<file path="src/rtl/neurosa_pkg.sv">
//------------------------------------------------------------------------------
// Module : neurosa_pkg
// Brief  : Shared widths, spike encodings, packet and state types for the
//          neuro-annealing spike network.
// Rev    : 1.0  initial release
//------------------------------------------------------------------------------
`default_nettype none

package neurosa_pkg;

    localparam int FP_DATA_WIDTH   = 16;
    localparam int TEN_DATA_WIDTH  = 2;
    localparam int NUM_NEURON      = 64;
    localparam int NEURON_ID_WIDTH = 10;
    localparam int SPIKE_IN_WIDTH  = TEN_DATA_WIDTH + NEURON_ID_WIDTH;

    localparam logic [TEN_DATA_WIDTH-1:0] SPK_POS  = 2'b10;
    localparam logic [TEN_DATA_WIDTH-1:0] SPK_NEG  = 2'b01;
    localparam logic [TEN_DATA_WIDTH-1:0] SPK_NONE = 2'b00;

    typedef struct packed {
        logic [TEN_DATA_WIDTH-1:0]  value;
        logic [NEURON_ID_WIDTH-1:0] id;
    } spike_pkt_t;

    typedef enum logic [1:0] {
        IDLE = 2'd0,
        SCAN = 2'd1,
        DONE = 2'd2
    } bcast_state_t;

    // 2'b11 is an invalid code and counts as "no spike"
    function automatic logic is_spike(input logic [TEN_DATA_WIDTH-1:0] v);
        return (v == SPK_POS) || (v == SPK_NEG);
    endfunction

endpackage

`default_nettype wire

</file>
<file path="src/rtl/spike_lfsr16.sv">
//------------------------------------------------------------------------------
// Module : spike_lfsr16
// Brief  : Free-running 16-bit Fibonacci LFSR, taps 16,14,13,11, seed 16'hACE1.
// Rev    : 1.0  initial release
//------------------------------------------------------------------------------
`default_nettype none

module spike_lfsr16 (
    input  logic        clk,
    input  logic        reset,
    output logic [15:0] lfsr_o
);

    localparam logic [15:0] C_SEED = 16'hACE1;

    logic [15:0] lfsr_q;
    logic        fb_d;

    assign fb_d = lfsr_q[15] ^ lfsr_q[13] ^ lfsr_q[12] ^ lfsr_q[10];

    always_ff @(posedge clk or posedge reset) begin
        if (reset) begin
            lfsr_q <= C_SEED;
        end else begin
            lfsr_q <= {lfsr_q[14:0], fb_d};
        end
    end

    assign lfsr_o = lfsr_q;

endmodule

`default_nettype wire

</file>
<file path="src/rtl/spike_broadcaster.sv">
//------------------------------------------------------------------------------
// Module : spike_broadcaster
// Brief  : Captures all neuron spikes on start, picks one firing neuron
//          round-robin and broadcasts its {value,id} with a networkDone pulse.
//          Define SPIKE_BCAST_LFSR_EN to start each scan at a pseudo-random
//          neuron instead of the round-robin pointer.
// Rev    : 1.0  initial release
//------------------------------------------------------------------------------
`default_nettype none

module spike_broadcaster #(
    parameter int TEN_DATA_WIDTH  = neurosa_pkg::TEN_DATA_WIDTH,
    parameter int NUM_NEURON      = neurosa_pkg::NUM_NEURON,
    parameter int NEURON_ID_WIDTH = neurosa_pkg::NEURON_ID_WIDTH
) (
    input  logic                                   clk,
    input  logic                                   reset,
    input  logic                                   start,
    input  logic [NUM_NEURON*TEN_DATA_WIDTH-1:0]   spike_vec,
    output logic [TEN_DATA_WIDTH+NEURON_ID_WIDTH-1:0] spike_in,
    output logic                                   networkDone,
    output logic                                   busy,
    output logic                                   winner_valid
);

    import neurosa_pkg::*;

    localparam int PTR_W = (NUM_NEURON > 1) ? $clog2(NUM_NEURON) : 1;
    localparam int CNT_W = PTR_W + 1;

    localparam logic [PTR_W-1:0] C_LAST_PTR = PTR_W'(NUM_NEURON - 1);
    localparam logic [CNT_W-1:0] C_LAST_CNT = CNT_W'(NUM_NEURON - 1);

    bcast_state_t                             state_q;
    logic [NUM_NEURON*TEN_DATA_WIDTH-1:0]     cap_q;
    logic [PTR_W-1:0]                         ptr_q;
    logic [PTR_W-1:0]                         rr_ptr_q;
    logic [CNT_W-1:0]                         cnt_q;
    spike_pkt_t                               pkt_q;
    logic                                     done_q;
    logic                                     busy_q;
    logic                                     valid_q;

    logic [PTR_W-1:0]                         ptr_d;
    logic [PTR_W-1:0]                         start_ptr_d;
    logic [TEN_DATA_WIDTH-1:0]                cur_d;

    assign ptr_d = (ptr_q == C_LAST_PTR) ? '0 : ptr_q + 1'b1;
    assign cur_d = cap_q[ptr_q*TEN_DATA_WIDTH +: TEN_DATA_WIDTH];

`ifdef SPIKE_BCAST_LFSR_EN
    logic [15:0] lfsr_w;

    spike_lfsr16 u_lfsr (
        .clk    (clk),
        .reset  (reset),
        .lfsr_o (lfsr_w)
    );

    assign start_ptr_d = PTR_W'(lfsr_w % 16'(NUM_NEURON));
`else
    assign start_ptr_d = rr_ptr_q;
`endif

    always_ff @(posedge clk or posedge reset) begin
        if (reset) begin
            state_q  <= IDLE;
            cap_q    <= '0;
            ptr_q    <= '0;
            rr_ptr_q <= '0;
            cnt_q    <= '0;
            pkt_q    <= '0;
            done_q   <= 1'b0;
            busy_q   <= 1'b0;
            valid_q  <= 1'b0;
        end else begin
            case (state_q)
                IDLE: begin
                    done_q <= 1'b0;
                    if (start) begin
                        cap_q   <= spike_vec;
                        ptr_q   <= start_ptr_d;
                        cnt_q   <= '0;
                        busy_q  <= 1'b1;
                        state_q <= SCAN;
                    end
                end
                SCAN: begin
                    if (is_spike(cur_d)) begin
                        pkt_q.value <= cur_d;
                        pkt_q.id    <= NEURON_ID_WIDTH'(ptr_q);
                        valid_q     <= 1'b1;
                        rr_ptr_q    <= ptr_d;
                        done_q      <= 1'b1;
                        state_q     <= DONE;
                    end else if (cnt_q == C_LAST_CNT) begin
                        // full sweep without a hit: broadcast an empty packet
                        pkt_q   <= '0;
                        valid_q <= 1'b0;
                        done_q  <= 1'b1;
                        state_q <= DONE;
                    end else begin
                        ptr_q <= ptr_d;
                        cnt_q <= cnt_q + 1'b1;
                    end
                end
                DONE: begin
                    done_q  <= 1'b0;
                    busy_q  <= 1'b0;
                    state_q <= IDLE;
                end
                default: begin
                    done_q  <= 1'b0;
                    busy_q  <= 1'b0;
                    state_q <= IDLE;
                end
            endcase
        end
    end

    assign spike_in     = pkt_q;
    assign networkDone  = done_q;
    assign busy         = busy_q;
    assign winner_valid = valid_q;

endmodule

`default_nettype wire

</file>
<file path="config.mk">
export PLATFORM = sky130hd
export DESIGN_NAME = spike_broadcaster
export DESIGN_NICKNAME = d
export VERILOG_FILES = /design/src/rtl/neurosa_pkg.sv /design/src/rtl/spike_lfsr16.sv /design/src/rtl/spike_broadcaster.sv
export SDC_FILE = /design/constraint.sdc
export NUM_CORES = 1
export LEC_CHECK = 0
export ABC_AREA = 0
export CAP_MARGIN = 20
export CORE_MARGIN = 2
export CORE_UTILIZATION = 45
export CTS_CLUSTER_DIAMETER = 60
export CTS_CLUSTER_SIZE = 8
export DETAILED_ROUTE_END_ITERATION = 12
export HOLD_SLACK_MARGIN = 0.08
export PLACE_DENSITY_LB_ADDON = 0.2
export REMOVE_ABC_BUFFERS = 1
export SLEW_MARGIN = 5
export SYNTH_ARGS = -nofsm -noshare
export SYNTH_HDL_FRONTEND = slang
export SYNTH_SLANG_ARGS = --single-unit
</file>
<file path="constraint.sdc">
create_clock -name clk -period 6.9 [get_ports clk]
set_clock_uncertainty 0.15 [all_clocks]
set_input_delay 1.38 -clock clk [delete_from_list [all_inputs] [get_ports clk]]
set_output_delay 1.38 -clock clk [all_outputs]
set_load 0.03 [all_outputs]
</file>
==> results of run 1 <==
## cell usage after synthesis, types with 3 or more instances
cell type,n
a21oi_1,7
a22o_1,6
a31oi_1,3
buf_2,6
buf_4,6
clkbuf_1,37
dfrtp_1,160
ha_1,4
inv_1,5
mux2i_1,6
mux4_2,35
nand2_1,407
nand2b_1,3
nand3_1,9
nand3b_1,3
nor2_1,11
nor2b_1,3
nor3_1,3
o21ai_0,11
o22ai_1,3
o31ai_1,3
or3_1,3
xnor2_1,3
## stage by stage
| stage | hold slack (ps) | cells | power (mW) | utilization |
|---|---|---|---|---|
| after detailed placement | 307 | 1081 | 3.51 | 0.556 |
| after global placement | 302 | 1081 | 3.42 | 0.556 |
| after global routing | 337 | 1112 | 4.72 | 0.594 |
| final | 318 | 1112 | 4.39 | 0.594 |
| after CTS | 322 | 1111 | 4.42 | 0.592 |
| after floorplan | 290 | 719 | 2.98 | - |
## power groups by stage
stage               combinational (mW)  sequential [mW]  clock (mW)
floorplan                         1.28             1.69           0
global placement                  1.69             1.73           0
detailed placement                1.75             1.76           0
CTS                               1.76             1.75       0.912
global route                      1.96             1.81       0.953
finish                            1.74             1.75       0.900
## worst max-delay path: cells and delay by family (launching register included)
kind                     cells  cell delay (ps)
multiplexers                 2             1080
AO/OA/AOI/OAI                4              830
flip-flops                   1              700
AND/OR/NAND/NOR              2              630
buffers and inverters        1              500
adder cells (fa/ha/maj)      1              360
## sequential cells by signal (all words and copies together), names as in the netlist
signal	cells
cap_q	128
spike_in	8
cnt_q	7
ptr_q	6
rr_ptr_q	6
state_q	2
busy	1
networkDone	1
winner_valid	1
## worst max-delay path by stage
stage                                     from              endpoint  slack [ps]  depth (start not counted)
after CTS                 ptr_q[0]$_DFFE_PP0P_  cnt_q[5]$_DFFE_PP0P_        2500                         10
after global routing      ptr_q[0]$_DFFE_PP0P_  ptr_q[2]$_DFFE_PP0P_        2180                         11
after detailed placement  ptr_q[0]$_DFFE_PP0P_  cnt_q[5]$_DFFE_PP0P_        2510                         10
after global placement    ptr_q[0]$_DFFE_PP0P_  cnt_q[5]$_DFFE_PP0P_        2600                         10
final                     ptr_q[0]$_DFFE_PP0P_  cnt_q[5]$_DFFE_PP0P_        2530                         10
after floorplan                          start  cap_q[0]$_DFFE_PP0P_       -1860                          3
## area by class of cell
| cell class | instances | area (sq um) | area share |
|---|---|---|---|
| well taps | 216 | 270 | 0.0287 |
| clock buffers | 25 | 515 | 0.0547 |
| flip-flops and latches | 160 | 4010 | 0.425 |
| repair buffers | 147 | 1480 | 0.157 |
| multi-input cells | 553 | 3080 | 0.327 |
| clock inverters | 5 | 52.6 | 0.00557 |
| inverters | 6 | 27.5 | 0.00292 |
## logic make-up (layout without fill, tap and decap cells)
logic type               count (synthesis)  after routing
AO/OA/AOI/OAI                           48             48
XOR/XNOR                                 3              3
adder cells (fa/ha/maj)                  4              4
buffers and inverters                   57            183
flip-flops                             160            160
multiplexers                            43             43
other                                    1              4
AND/OR/NAND/NOR                        451            451
## layer usage
metal,vias up,GRT usage
met4,0,0.0827
li1,2743,-
met1,2773,0.290
met5,-,0
met3,30,0.0386
met2,187,0.331
==> metrics.txt, run 1 <==
crit path capture type register; WHS Path Cells 2; post-cts gate resize count 0; routability cong. between 0.8 and 0.9; final wirelength between 15,000 and 20,000 um; Synth Flop Type dfrtp_1; Post-synth ARST share 1.00; xor/xnor share of the synthesized area 0.00359; Total GRT Usage 0.210; Clock Tree Buf Depth 2; period utilization 0.634; actual slew at the worst max-slew pin 1050 ps; top sig layer met4; largest family of logic cells by synthesized area simple AND/OR/NAND/NOR gates; clock root buffer clkbuf_16; type of the worst setup path reg -> reg; vias in the first global route slightly below 6,000; type of the most critical hold path reg -> reg; sequential fraction of the synthesis area 0.547; RSZ-0062 raised after global routing false; Rel. slew slack 0.301; worst-path cell chain buf_4 > mux4_2 > mux4_2 > o21ai_1 > o2bb2ai_1 > ha_1 > nand3b_1 > a32o_1 > or4_1 > a21oi_1; antenna-violating nets left 0; Clock Power Share 0.205; top cells by area, synth dfrtp_1 55%, nand2_1 21%, mux4_2 11%; CTS buffer count 17; CP required approximately 7000 ps; GRT Residual Overflow 0; Initial Util 0.461; H-tree Lvls 4; Min-Delay Endpoint cap_q[46]$_DFFE_PP0P_; switching pwr approximately 1.6 mW; dpl ws between 2000 and 3000 ps; internal power 2.77 mW; fraction of layout cells with a size suffix above 1 0.0882; post-synthesis adder-cell area fraction 0.00684; Worst R2R Path Depth 10; post-synth top area cell dfrtp_1; DR vias 5,733; # DRC 0; cell area after layout around 9400 sq um; PwrDens between 400 and 500 nW/um^2; Worst-path clk slew ~60 ps; Post-synth EDFFs 0; most frequent cells in the layout 407 x nand2_1, 158 x dfrtp_1, 141 x clkdlybuf4s50_1; flop2flop setup slack 2530 ps; Reg power frac 0.398; DR WL/cell 15.5 um; Clk Latency, worst-skew pair ~420 ps; port bufs about 140; Final setup viols 0; NumNets Final between 1,000 and 1,500; Leak around 4.5 nW; Synth-to-Final Area Change 28.9%; Post-Syn Area around 7300 sq um; DR pass1 iterations 5; CP max FO 23; status complete, no violations; most used cell, CP mux4_2; Die Wd between 100 and 150 um; most common cell after layout, fill and taps aside nand2_1; ant diodes 0; global-route wire length before repair 29,000 um; met1 WL between 7000 and 8000 um; IO Count roughly 150; antenna violations before repair 0; Core Rows 46; critical path's largest stage delay roughly 700 ps; total die area 17,300 sq um; Worst Path Arrival around 4600 ps; final hold viol count 0; CP max stage cell dfrtp_2; via density per instance between 5 and 6; post-layout min period 4370 ps; Max Cap Viol 0; fillers around 1,400; metal2 WL roughly 8300 um; YS warnings 0; clock sinks 160; Reg2Reg Launch Point ptr_q[0]$_DFFE_PP0P_; compound-cell area share of the yosys netlist 0.0463; Avg Cell Area, Syn around 9.5 sq um; Synth Instances between 700 and 800; Worst Setup Start Kind register; Die Ht roughly 130 um; share of the synthesized area in the top cell type 0.547; worst setup margin approximately 2500 ps; switching portion of total power 0.370; area fraction in and, or, nand and nor cells after synthesis 0.242; sum of negative setup slack 0 ps; Post-CTS Setup Inserts 0; DP HPWL approximately 12,000 um; Synth Register Bits 160; Max Slew Vio Count 0; power share of the combinational group 0.397; placed cell area 8830 sq um; CTS tree built; # hold bufs at CTS 0; Netlist cell types 46; mux share of post-synthesis cell area 0.119; highest clock rate roughly 0.23 GHz; Hold Startpoint cap_q[46]$_DFFE_PP0P_; largest net degree at the start of global routing 115; core box area between 15,000 and 20,000 sq um; worst reg2reg path endpoint cnt_q[5]$_DFFE_PP0P_; DRT iter0 DRCs between 400 and 500; Peak VDD IR ~0.25 mV; met3 WL just under 900 um
Power figures use the tool's default switching activity.
==> run 2, diff against run 1 <==
clock period = 3.9 ns   (was 6.9 ns; I/O delays follow)
==> metrics.txt, run 2 (same netlist as run 1, synthesis figures left out) <==
# DRC 0 (unchanged); most frequent cells in the layout 407 x nand2_1, 158 x dfrtp_1, 141 x clkdlybuf4s50_1; flop2flop setup slack 180 ps (-2350 ps); most used cell, CP mux4_2; CTS tree built; port bufs 141 (unchanged); crit path capture type register; worst reg2reg path endpoint cnt_q[5]$_DFFE_PP0P_; Critical Path Stages 10 (unchanged); Min-Delay Endpoint cap_q[73]$_DFFE_PP0P_; Clock Tree Buf Depth 2 (unchanged); routability cong. 0.824 (+2.8%); Worst Setup Start Kind register; sum of negative setup slack 0 ps (unchanged); Initial Util 0.461 (unchanged); antenna-violating nets left 0 (unchanged); H-tree Lvls 4 (unchanged); WHS Path Cells 2 (unchanged); status complete, no violations; Worst-path clk slew 60 ps (about the same); clock sinks 160 (unchanged); Die Wd 132 um (unchanged); Rel. slew slack 0.499 (+0.199); Final Non-Filler Cells 1,125 (+1.2%); highest clock rate 0.269 GHz (+17%); GRT Residual Overflow 0 (unchanged); power share of the combinational group 0.418 (+0.021); internal power 5.12 mW (+85%); Reg2Reg Launch Point ptr_q[0]$_DFFE_PP0P_; dpl ws 207 ps (-2300 ps); most common cell after layout, fill and taps aside nand2_1; worst-path cell chain buf_4 > mux4_2 > mux4_2 > a2bb2oi_1 > o2bb2ai_1 > ha_1 > nand3b_1 > a32o_1 > or4_1 > a21oi_1; DRT iter0 DRCs 399 (-11%); Worst R2R Path Depth 10 (unchanged); Max Cap Viol 0 (unchanged); Final setup viols 0 (unchanged); switching pwr 2.95 mW (+81%); total die area 17,300 sq um (unchanged); type of the most critical hold path reg -> reg; CP required 4090 ps (-3000 ps); Peak VDD IR 0.526 mV (+110%); Core Rows 46 (unchanged); Biggest register cap_q; IO Count 146 (unchanged); NumNets Final 1,031 (+1.1%); post-layout min period 3720 ps (-651 ps); Hold Startpoint cap_q[73]$_DFFE_PP0P_; Die Ht 132 um (unchanged); clock root buffer clkbuf_16; core box area 15,900 sq um (unchanged); CP max stage cell mux4_2; DR pass1 iterations 5 (unchanged); ant diodes 0 (unchanged); Max Slew Vio Count 0 (unchanged); Total GRT Usage 0.210 (about the same); worst setup margin 179 ps (-2350 ps); DR WL/cell 15.6 um (+0.81%); final wirelength 17,600 um (+2.0%); CP max FO 12 (-48%); area of the multi-input gates 3080 sq um (unchanged); DR vias 5,755 (+0.38%); switching portion of total power 0.366 (-0.00476); via density per instance 5.12 (-0.78%); Reg power frac 0.366 (-0.032); final hold viol count 0 (unchanged); Largest register FFs 128 (unchanged); Worst Path Arrival 3910 ps (-650 ps); period utilization 0.954 (+0.320); antenna violations before repair 0 (unchanged); final core occ 0.603 (+0.00969); post-cts gate resize count 0 (unchanged); critical path's largest stage delay 530 ps (-170 ps); Synth-to-Final Area Change 31.0%; DP Cell Count 1,093 (+1.1%); WP buf/inv 1 (unchanged); PwrDens 842 nW/um^2 (+81%); RSZ-0062 raised after global routing false; # hold bufs at CTS 0 (unchanged); Clock Power Share 0.217 (+0.012); FF/Latch Area 4010 sq um (unchanged); Leak 4.63 nW (+1.8%); critical path's top delay family multiplexers; actual slew at the worst max-slew pin 751 ps (-298 ps); type of the worst setup path reg -> reg; Clk Latency, worst-skew pair 420 ps (about the same); DP HPWL 12,300 um (+5.6%); fraction of layout cells with a size suffix above 1 0.101 (+0.0130); fillers 1,372 (+0.81%); vias in the first global route 5,826 (-1.7%); largest net degree at the start of global routing 82 (-29%); Post-CTS Setup Inserts 0 (unchanged); CTS buffer count 17 (unchanged); global-route wire length before repair 29,100 um (+0.28%); Tot Pwr 8.07 mW (+84%)
run 2: cell count changes in the layout (fill, tap and decap cells not counted), sizes merged:
| cell | change |
|---|---|
| buf | +11 |
| bufinv | +3 |
| clkbuf | -4 |
| clkinv | +3 |
run 2: per-stage QoR:
| step | area [sq um] | hold WS (ps) |
|---|---|---|
| finish | 9580 | 324 |
| global route | 9580 | 341 |
| CTS | 9580 | 326 |
| detailed placement | 8960 | 308 |
| global placement | 8960 | 303 |
| floorplan | 7100 | 290 |
run 2: layout make-up:
type,count,share of cell area
Inverter,6,0.00287
Sequential cell,160,0.418
Multi-Input combinational cell,553,0.322
Timing Repair Buffer,158,0.164
Clock buffer,21,0.0480
Clock inverter,11,0.0168
Tap cell,216,0.0282
run 2: how the worst max path moves through the flow:
stage / startpoint / endpoint / slack (ps)
6_report: ptr_q[0]$_DFFE_PP0P_ / cnt_q[5]$_DFFE_PP0P_ / 180
5_1_grt: ptr_q[0]$_DFFE_PP0P_ / cnt_q[5]$_DFFE_PP0P_ / 20
4_1_cts: ptr_q[0]$_DFFE_PP0P_ / cnt_q[5]$_DFFE_PP0P_ / 200
3_5_place_dp: ptr_q[0]$_DFFE_PP0P_ / cnt_q[5]$_DFFE_PP0P_ / 210
3_3_place_gp: ptr_q[0]$_DFFE_PP0P_ / cnt_q[5]$_DFFE_PP0P_ / 300
2_1_floorplan: start / cap_q[0]$_DFFE_PP0P_ / -4260
run 2: power by group through the flow:
| stage | sequential [mW] | combinational [mW] | clock (mW) |
|---|---|---|---|
| 2_1_floorplan | 3.00 | 2.27 | 0 |
| 3_3_place_gp | 2.94 | 3.24 | 0 |
| 3_5_place_dp | 2.96 | 3.36 | 0 |
| 4_1_cts | 2.94 | 3.39 | 1.77 |
| 5_1_grt | 3.04 | 3.74 | 1.84 |
| 6_report | 2.95 | 3.37 | 1.75 |
run 2: per-layer routing:
layer / part of all wire / GRT usage
met4: 0.016 / 0.0682
met2: 0.48 / 0.335
met5: 0 / 0
met3: 0.048 / 0.0386
met1: 0.45 / 0.293
run 2: worst register-to-register path: cells and delay by family (launching register included):
kind	cells	cell delay (ps)
AOI/OAI and AO/OA	4	870
adders and majority gates	1	350
buffers and inverters	1	240
DFF	1	380
muxes	2	1020
and+or+nand+nor	2	620
==> run 3, diff against run 2 <==
CORE_MARGIN = 3   (was 2)
==> metrics.txt, run 3 (same netlist as run 1, synthesis figures left out) <==
status complete, no violations; DRT iter0 DRCs 469 (+18%); routability cong. 0.822 (-0.28%); CP max stage cell dfrtp_2; largest net degree at the start of global routing 98 (+20%); crit path capture type register; Clock Power Share 0.210 (-0.007); DR vias 5,737 (-0.31%); clock sinks 160 (unchanged); antenna-violating nets left 0 (unchanged); clock root buffer clkbuf_16; worst reg2reg path endpoint cnt_q[5]$_DFFE_PP0P_; actual slew at the worst max-slew pin 757 ps (+5.61 ps); # hold bufs at CTS 0 (unchanged); Clk Latency, worst-skew pair 430 ps (about the same); Leak 4.61 nW (-0.45%); Largest register FFs 128 (unchanged); IO Count 146 (unchanged); FF/Latch Area 4010 sq um (unchanged); PwrDens 834 nW/um^2 (-0.93%); post-layout min period 3710 ps (-15.1 ps); Post-CTS Setup Inserts 0 (unchanged); most used cell, CP mux4_2; switching portion of total power 0.366 (+0.000666); placed cell area 8940 sq um (-0.21%); Synth-to-Final Area Change 30.3%; worst setup path startpoint ptr_q[1]$_DFFE_PP0P_; H-tree Lvls 4 (unchanged); Worst Setup Start Kind register; dpl ws 258 ps (+50.6 ps); GRT Residual Overflow 0 (unchanged); DR pass1 iterations 7 (+2); internal power 5.04 mW (-1.5%); type of the most critical hold path reg -> reg; Worst Path Arrival 3900 ps (about the same); worst-path cell chain mux4_2 > mux4_2 > nand2b_1 > a32oi_1 > ha_1 > nand3b_1 > a32o_1 > or4_1 > a21oi_1; flop2flop setup slack 190 ps (+20 ps); power share of the combinational group 0.418 (about the same); final core occ 0.614 (+0.0105); Die Wd 134 um (+1.5%); critical path's top delay family multiplexers; type of the worst setup path reg -> reg; sum of negative setup slack 0 ps (unchanged); DP HPWL 12,300 um (+0.10%); CTS tree built; WP buf/inv 0 (-1); crit path capture cnt_q[5]$_DFFE_PP0P_; antenna violations before repair 0 (unchanged); core box area 15,500 sq um (-2.2%); final wirelength 17,300 um (-1.6%); Max Slew Vio Count 0 (unchanged); area of the multi-input gates 3080 sq um (unchanged); NumNets Final 1,031 (unchanged); highest clock rate 0.270 GHz (+0.41%); final hold viol count 0 (unchanged); critical path's largest stage delay 690 ps (+160 ps); CP required 4100 ps (about the same); most frequent cells in the layout 407 x nand2_1, 158 x dfrtp_1, 141 x clkdlybuf4s50_1; Rel. slew slack 0.496 (-0.00374); CTS buffer count 17 (unchanged); worst setup margin 194 ps (+15.1 ps); Reg power frac 0.372 (+0.006); Worst-path clk slew 60 ps (about the same); via density per instance 5.13 (+0.22%); fillers 1,330 (-3.1%); total die area 17,800 sq um (+3.1%); Die Ht 134 um (+1.5%); cell area after layout 9540 sq um (-0.47%); # DRC 0 (unchanged); post-cts gate resize count 0 (unchanged); vias in the first global route 5,916 (+1.5%); CP max FO 20 (+8); Core Rows 45 (-2.2%); Final setup viols 0 (unchanged); Critical Path Stages 9 (-1); ant diodes 0 (unchanged); Biggest register cap_q; DR WL/cell 15.5 um (-1.0%); Initial Util 0.471 (+0.0102); most common cell after layout, fill and taps aside nand2_1; Clock Tree Buf Depth 2 (unchanged); Total GRT Usage 0.206 (-0.00415); port bufs 141 (unchanged); RSZ-0062 raised after global routing false; Reg2Reg Launch Point ptr_q[1]$_DFFE_PP0P_; fraction of layout cells with a size suffix above 1 0.101 (+0.000111); Peak VDD IR 0.498 mV (-5.4%); global-route wire length before repair 29,200 um (+0.33%); switching pwr 2.91 mW (-1.2%); Hold WS 320 ps (-3.47 ps); Worst R2R Path Depth 9 (-1); period utilization 0.950 (-0.00387); Max Cap Viol 0 (unchanged)
run 3: changes by cell type in the layout (fill, tap and decap cells not counted):
cell and change:
clkbuf_1 -1, buf_4 +1, clkinvlp_4 +1, buf_12 -1, bufinv_16 -1
run 3: cell type report:
cell class | instances | share of cell area
Sequential cell | 160 | 0.420
Clock buffer | 20 | 0.0479
Timing Repair Buffer | 158 | 0.164
Multi-Input combinational cell | 553 | 0.323
Inverter | 6 | 0.00289
Clock inverter | 11 | 0.0146
Tap cell | 211 | 0.0277
run 3: worst min-delay path by stage:
| stage | endpoint | depth (start not counted) | startpoint | slack (ps) |
|---|---|---|---|---|
| 6_report | cap_q[26]$_DFFE_PP0P_ | 2 | cap_q[26]$_DFFE_PP0P_ | 320 |
| 5_1_grt | cap_q[77]$_DFFE_PP0P_ | 2 | cap_q[77]$_DFFE_PP0P_ | 340 |
| 4_1_cts | cap_q[26]$_DFFE_PP0P_ | 2 | cap_q[26]$_DFFE_PP0P_ | 320 |
| 3_5_place_dp | cap_q[26]$_DFFE_PP0P_ | 2 | cap_q[26]$_DFFE_PP0P_ | 310 |
| 3_3_place_gp | cap_q[93]$_DFFE_PP0P_ | 2 | cap_q[93]$_DFFE_PP0P_ | 300 |
| 2_1_floorplan | cap_q[100]$_DFFE_PP0P_ | 2 | cap_q[100]$_DFFE_PP0P_ | 290 |
run 3: worst min-delay path, stage by stage (launching register included):
cell and delay [ps]:
dfrtp_1 330, nand2_1 50, nand2_1 60
run 3: per-layer routing:
metal,vias up,wire length [um],global-route usage
met5,-,0,0
met1,2760,7840,0.296
met4,0,233,0.0549
met3,18,1010,0.0514
met2,199,8230,0.316
li1,2760,-,-
run 3: through the flow:
| stage | total power, mW | std cells |
|---|---|---|
| after floorplan | 5.27 | 719 |
| after global placement | 6.18 | 1088 |
| after detailed placement | 6.29 | 1088 |
| after CTS | 7.99 | 1119 |
| after global routing | 8.53 | 1119 |
| final | 7.95 | 1119 |
run 3: power by group through the flow:
| stage | registers (mW) | logic, mW | clock network, mW |
|---|---|---|---|
| 4_1_cts | 2.95 | 3.34 | 1.69 |
| 3_3_place_gp | 2.95 | 3.23 | 0 |
| 2_1_floorplan | 3.00 | 2.27 | 0 |
| 5_1_grt | 3.04 | 3.72 | 1.77 |
| 3_5_place_dp | 2.97 | 3.32 | 0 |
| 6_report | 2.96 | 3.32 | 1.67 |
==> patch, RTL diff (flow settings as in run 1) <==
Make the reset (`reset`) synchronous in one clocked block.
--- a/src/rtl/spike_broadcaster.sv
+++ b/src/rtl/spike_broadcaster.sv
@@ -63,5 +63,5 @@
 `endif
 
-    always_ff @(posedge clk or posedge reset) begin
+    always_ff @(posedge clk) begin
         if (reset) begin
             state_q  <= IDLE;
Function: differs if reset is asserted again (counterexample within 4 cycles, from zero or initial values and one cycle with reset high); with reset held inactive, the same outputs for 10 cycles.
==> patch against run 1 <==
Cell area fell by 6.3%; setup slack improved by 0.019 ns; sequential cell count did not move; core utilization fell by 0.82 points; clock power fell by 1%; hold slack got worse by 0.019 ns; power fell by 30%; routed wire length fell by 5.1%; area after synthesis fell by 5.9%; sequential share of layout area fell by 6.2 points; critical endpoint is now cnt_q[4].
==> patch: results (changes against run 1) <==
Post-synth top cells=275 x nand2_1, 160 x dfxtp_1, 142 x a21oi_1, 50 x clkbuf_1, 25 x nor2_1; # fillers=1404 (+3.2%); path depth of the worst reg2reg path=12 (+2); WL met2=7.92 mm (-4.2%); leak pwr=0.00321 µW (-29%); Tmin final=4.35 ns (-0.0188 ns); dpl cell area=8270 µm² (-6.4%); Gate Count Post-Synth=817 (+6.5%); WL per Instance=14.7 µm (-5.3%); largest net degree at the start of global routing=85 (-26%); Initial DRC Count=444 (-1.3%); final core occ=0.585 (-0.00825); critical path endpoint=cnt_q[4]; routability congestion estimate=0.789 (-1.6%); Pre-Repair DR Iteration Count=5 (unchanged); antenna violations before repair=0 (unchanged); R2R Setup Slk=2.55 ns (+0.02 ns); Worst-Margin Slew=0.994 ns (-0.0555 ns); Placed Cells=1085 (+0.37%); routed wire length=16.4 mm (-5.1%); slowest stage delay, CP=0.95 ns (+0.25 ns); met1 wire length=7.42 mm (-4.2%); Routed met3 length=667 µm (-24%); Min-Delay Path Class=reg -> reg; VDD IR max=0.188 mV (-26%); synth top area cells=dfxtp_1 47%, nand2_1 15%, a21oi_1 10%; worst hold start=cap_q[100]; met1 track utilization from global routing=0.266 (-0.0245); placed wire-length estimate=10.8 mm (-7.4%); Worst Hold Path EP=cap_q[100]; CP max FO=36 (+57%); Top Family by Delay on Critical Path=flip-flops; global routing's busiest layer=met2; CP Launch Point=ptr_q[1]; crit path max-delay cell type=dfxtp_2; DR vias/cell=5.25 (+1.8%); global-route usage over all layers=0.208 (-0.00224); final hold slack=0.299 ns (-0.0190 ns); CP Data Arrival Time=4.55 ns (about the same); synth unique cells=42 (-8.7%); ys flop type=dfxtp_1; MaxCap Viol Count=0 (unchanged); sequential share of the synthesized area=0.465 (-0.0818); CTS Buf Count=17 (unchanged); worst skew pair latency=0.43 ns; met3 Use GR=0.0430 (+0.00441); Synth async-reset ratio=0 (-1.00); GRT met2 Usage=0.343 (+0.0125); status=complete, no violations; fraction of layout cells with a size suffix above 1=0.0701 (-0.0181); first-pass GRT wire length=26.7 mm (-8.1%); number of global-route vias before repair=5475 (-7.7%); Post-Place Setup Slack=2.58 ns (+0.0710 ns)
## patch: cells by family (layout without fill, tap and decap cells)
family | Yosys count | count (layout) | share of synthesized area
compound gates | 182 | 182 | 0.144
xor+xnor | 7 | 7 | 0.00891
fa+ha+maj | 4 | 4 | 0.00727
buf+inv | 71 | 178 | 0.0474
flops | 160 | 160 | 0.465
mux | 45 | 45 | 0.121
other cells | 1 | 4 | 0.000545
simple gates | 347 | 347 | 0.206
## patch: report_power, final
group / switching, µW / internal, µW / leakage (µW)
clock: 352 / 535 / 0.000277
combinational: 520 / 415 / 0.00163
sequential: 171 / 1090 / 0.00131
total: 1040 / 2040 / 0.00321
## patch: cell type report
cell class                      instances  area share
Clock buffer                           23      0.0564
Clock inverter                          6     0.00652
Inverter                                2    0.000850
Multi-Input combinational cell        589       0.382
Sequential cell                       160       0.363
Tap cell                              188      0.0266
Timing Repair Buffer                  147       0.165
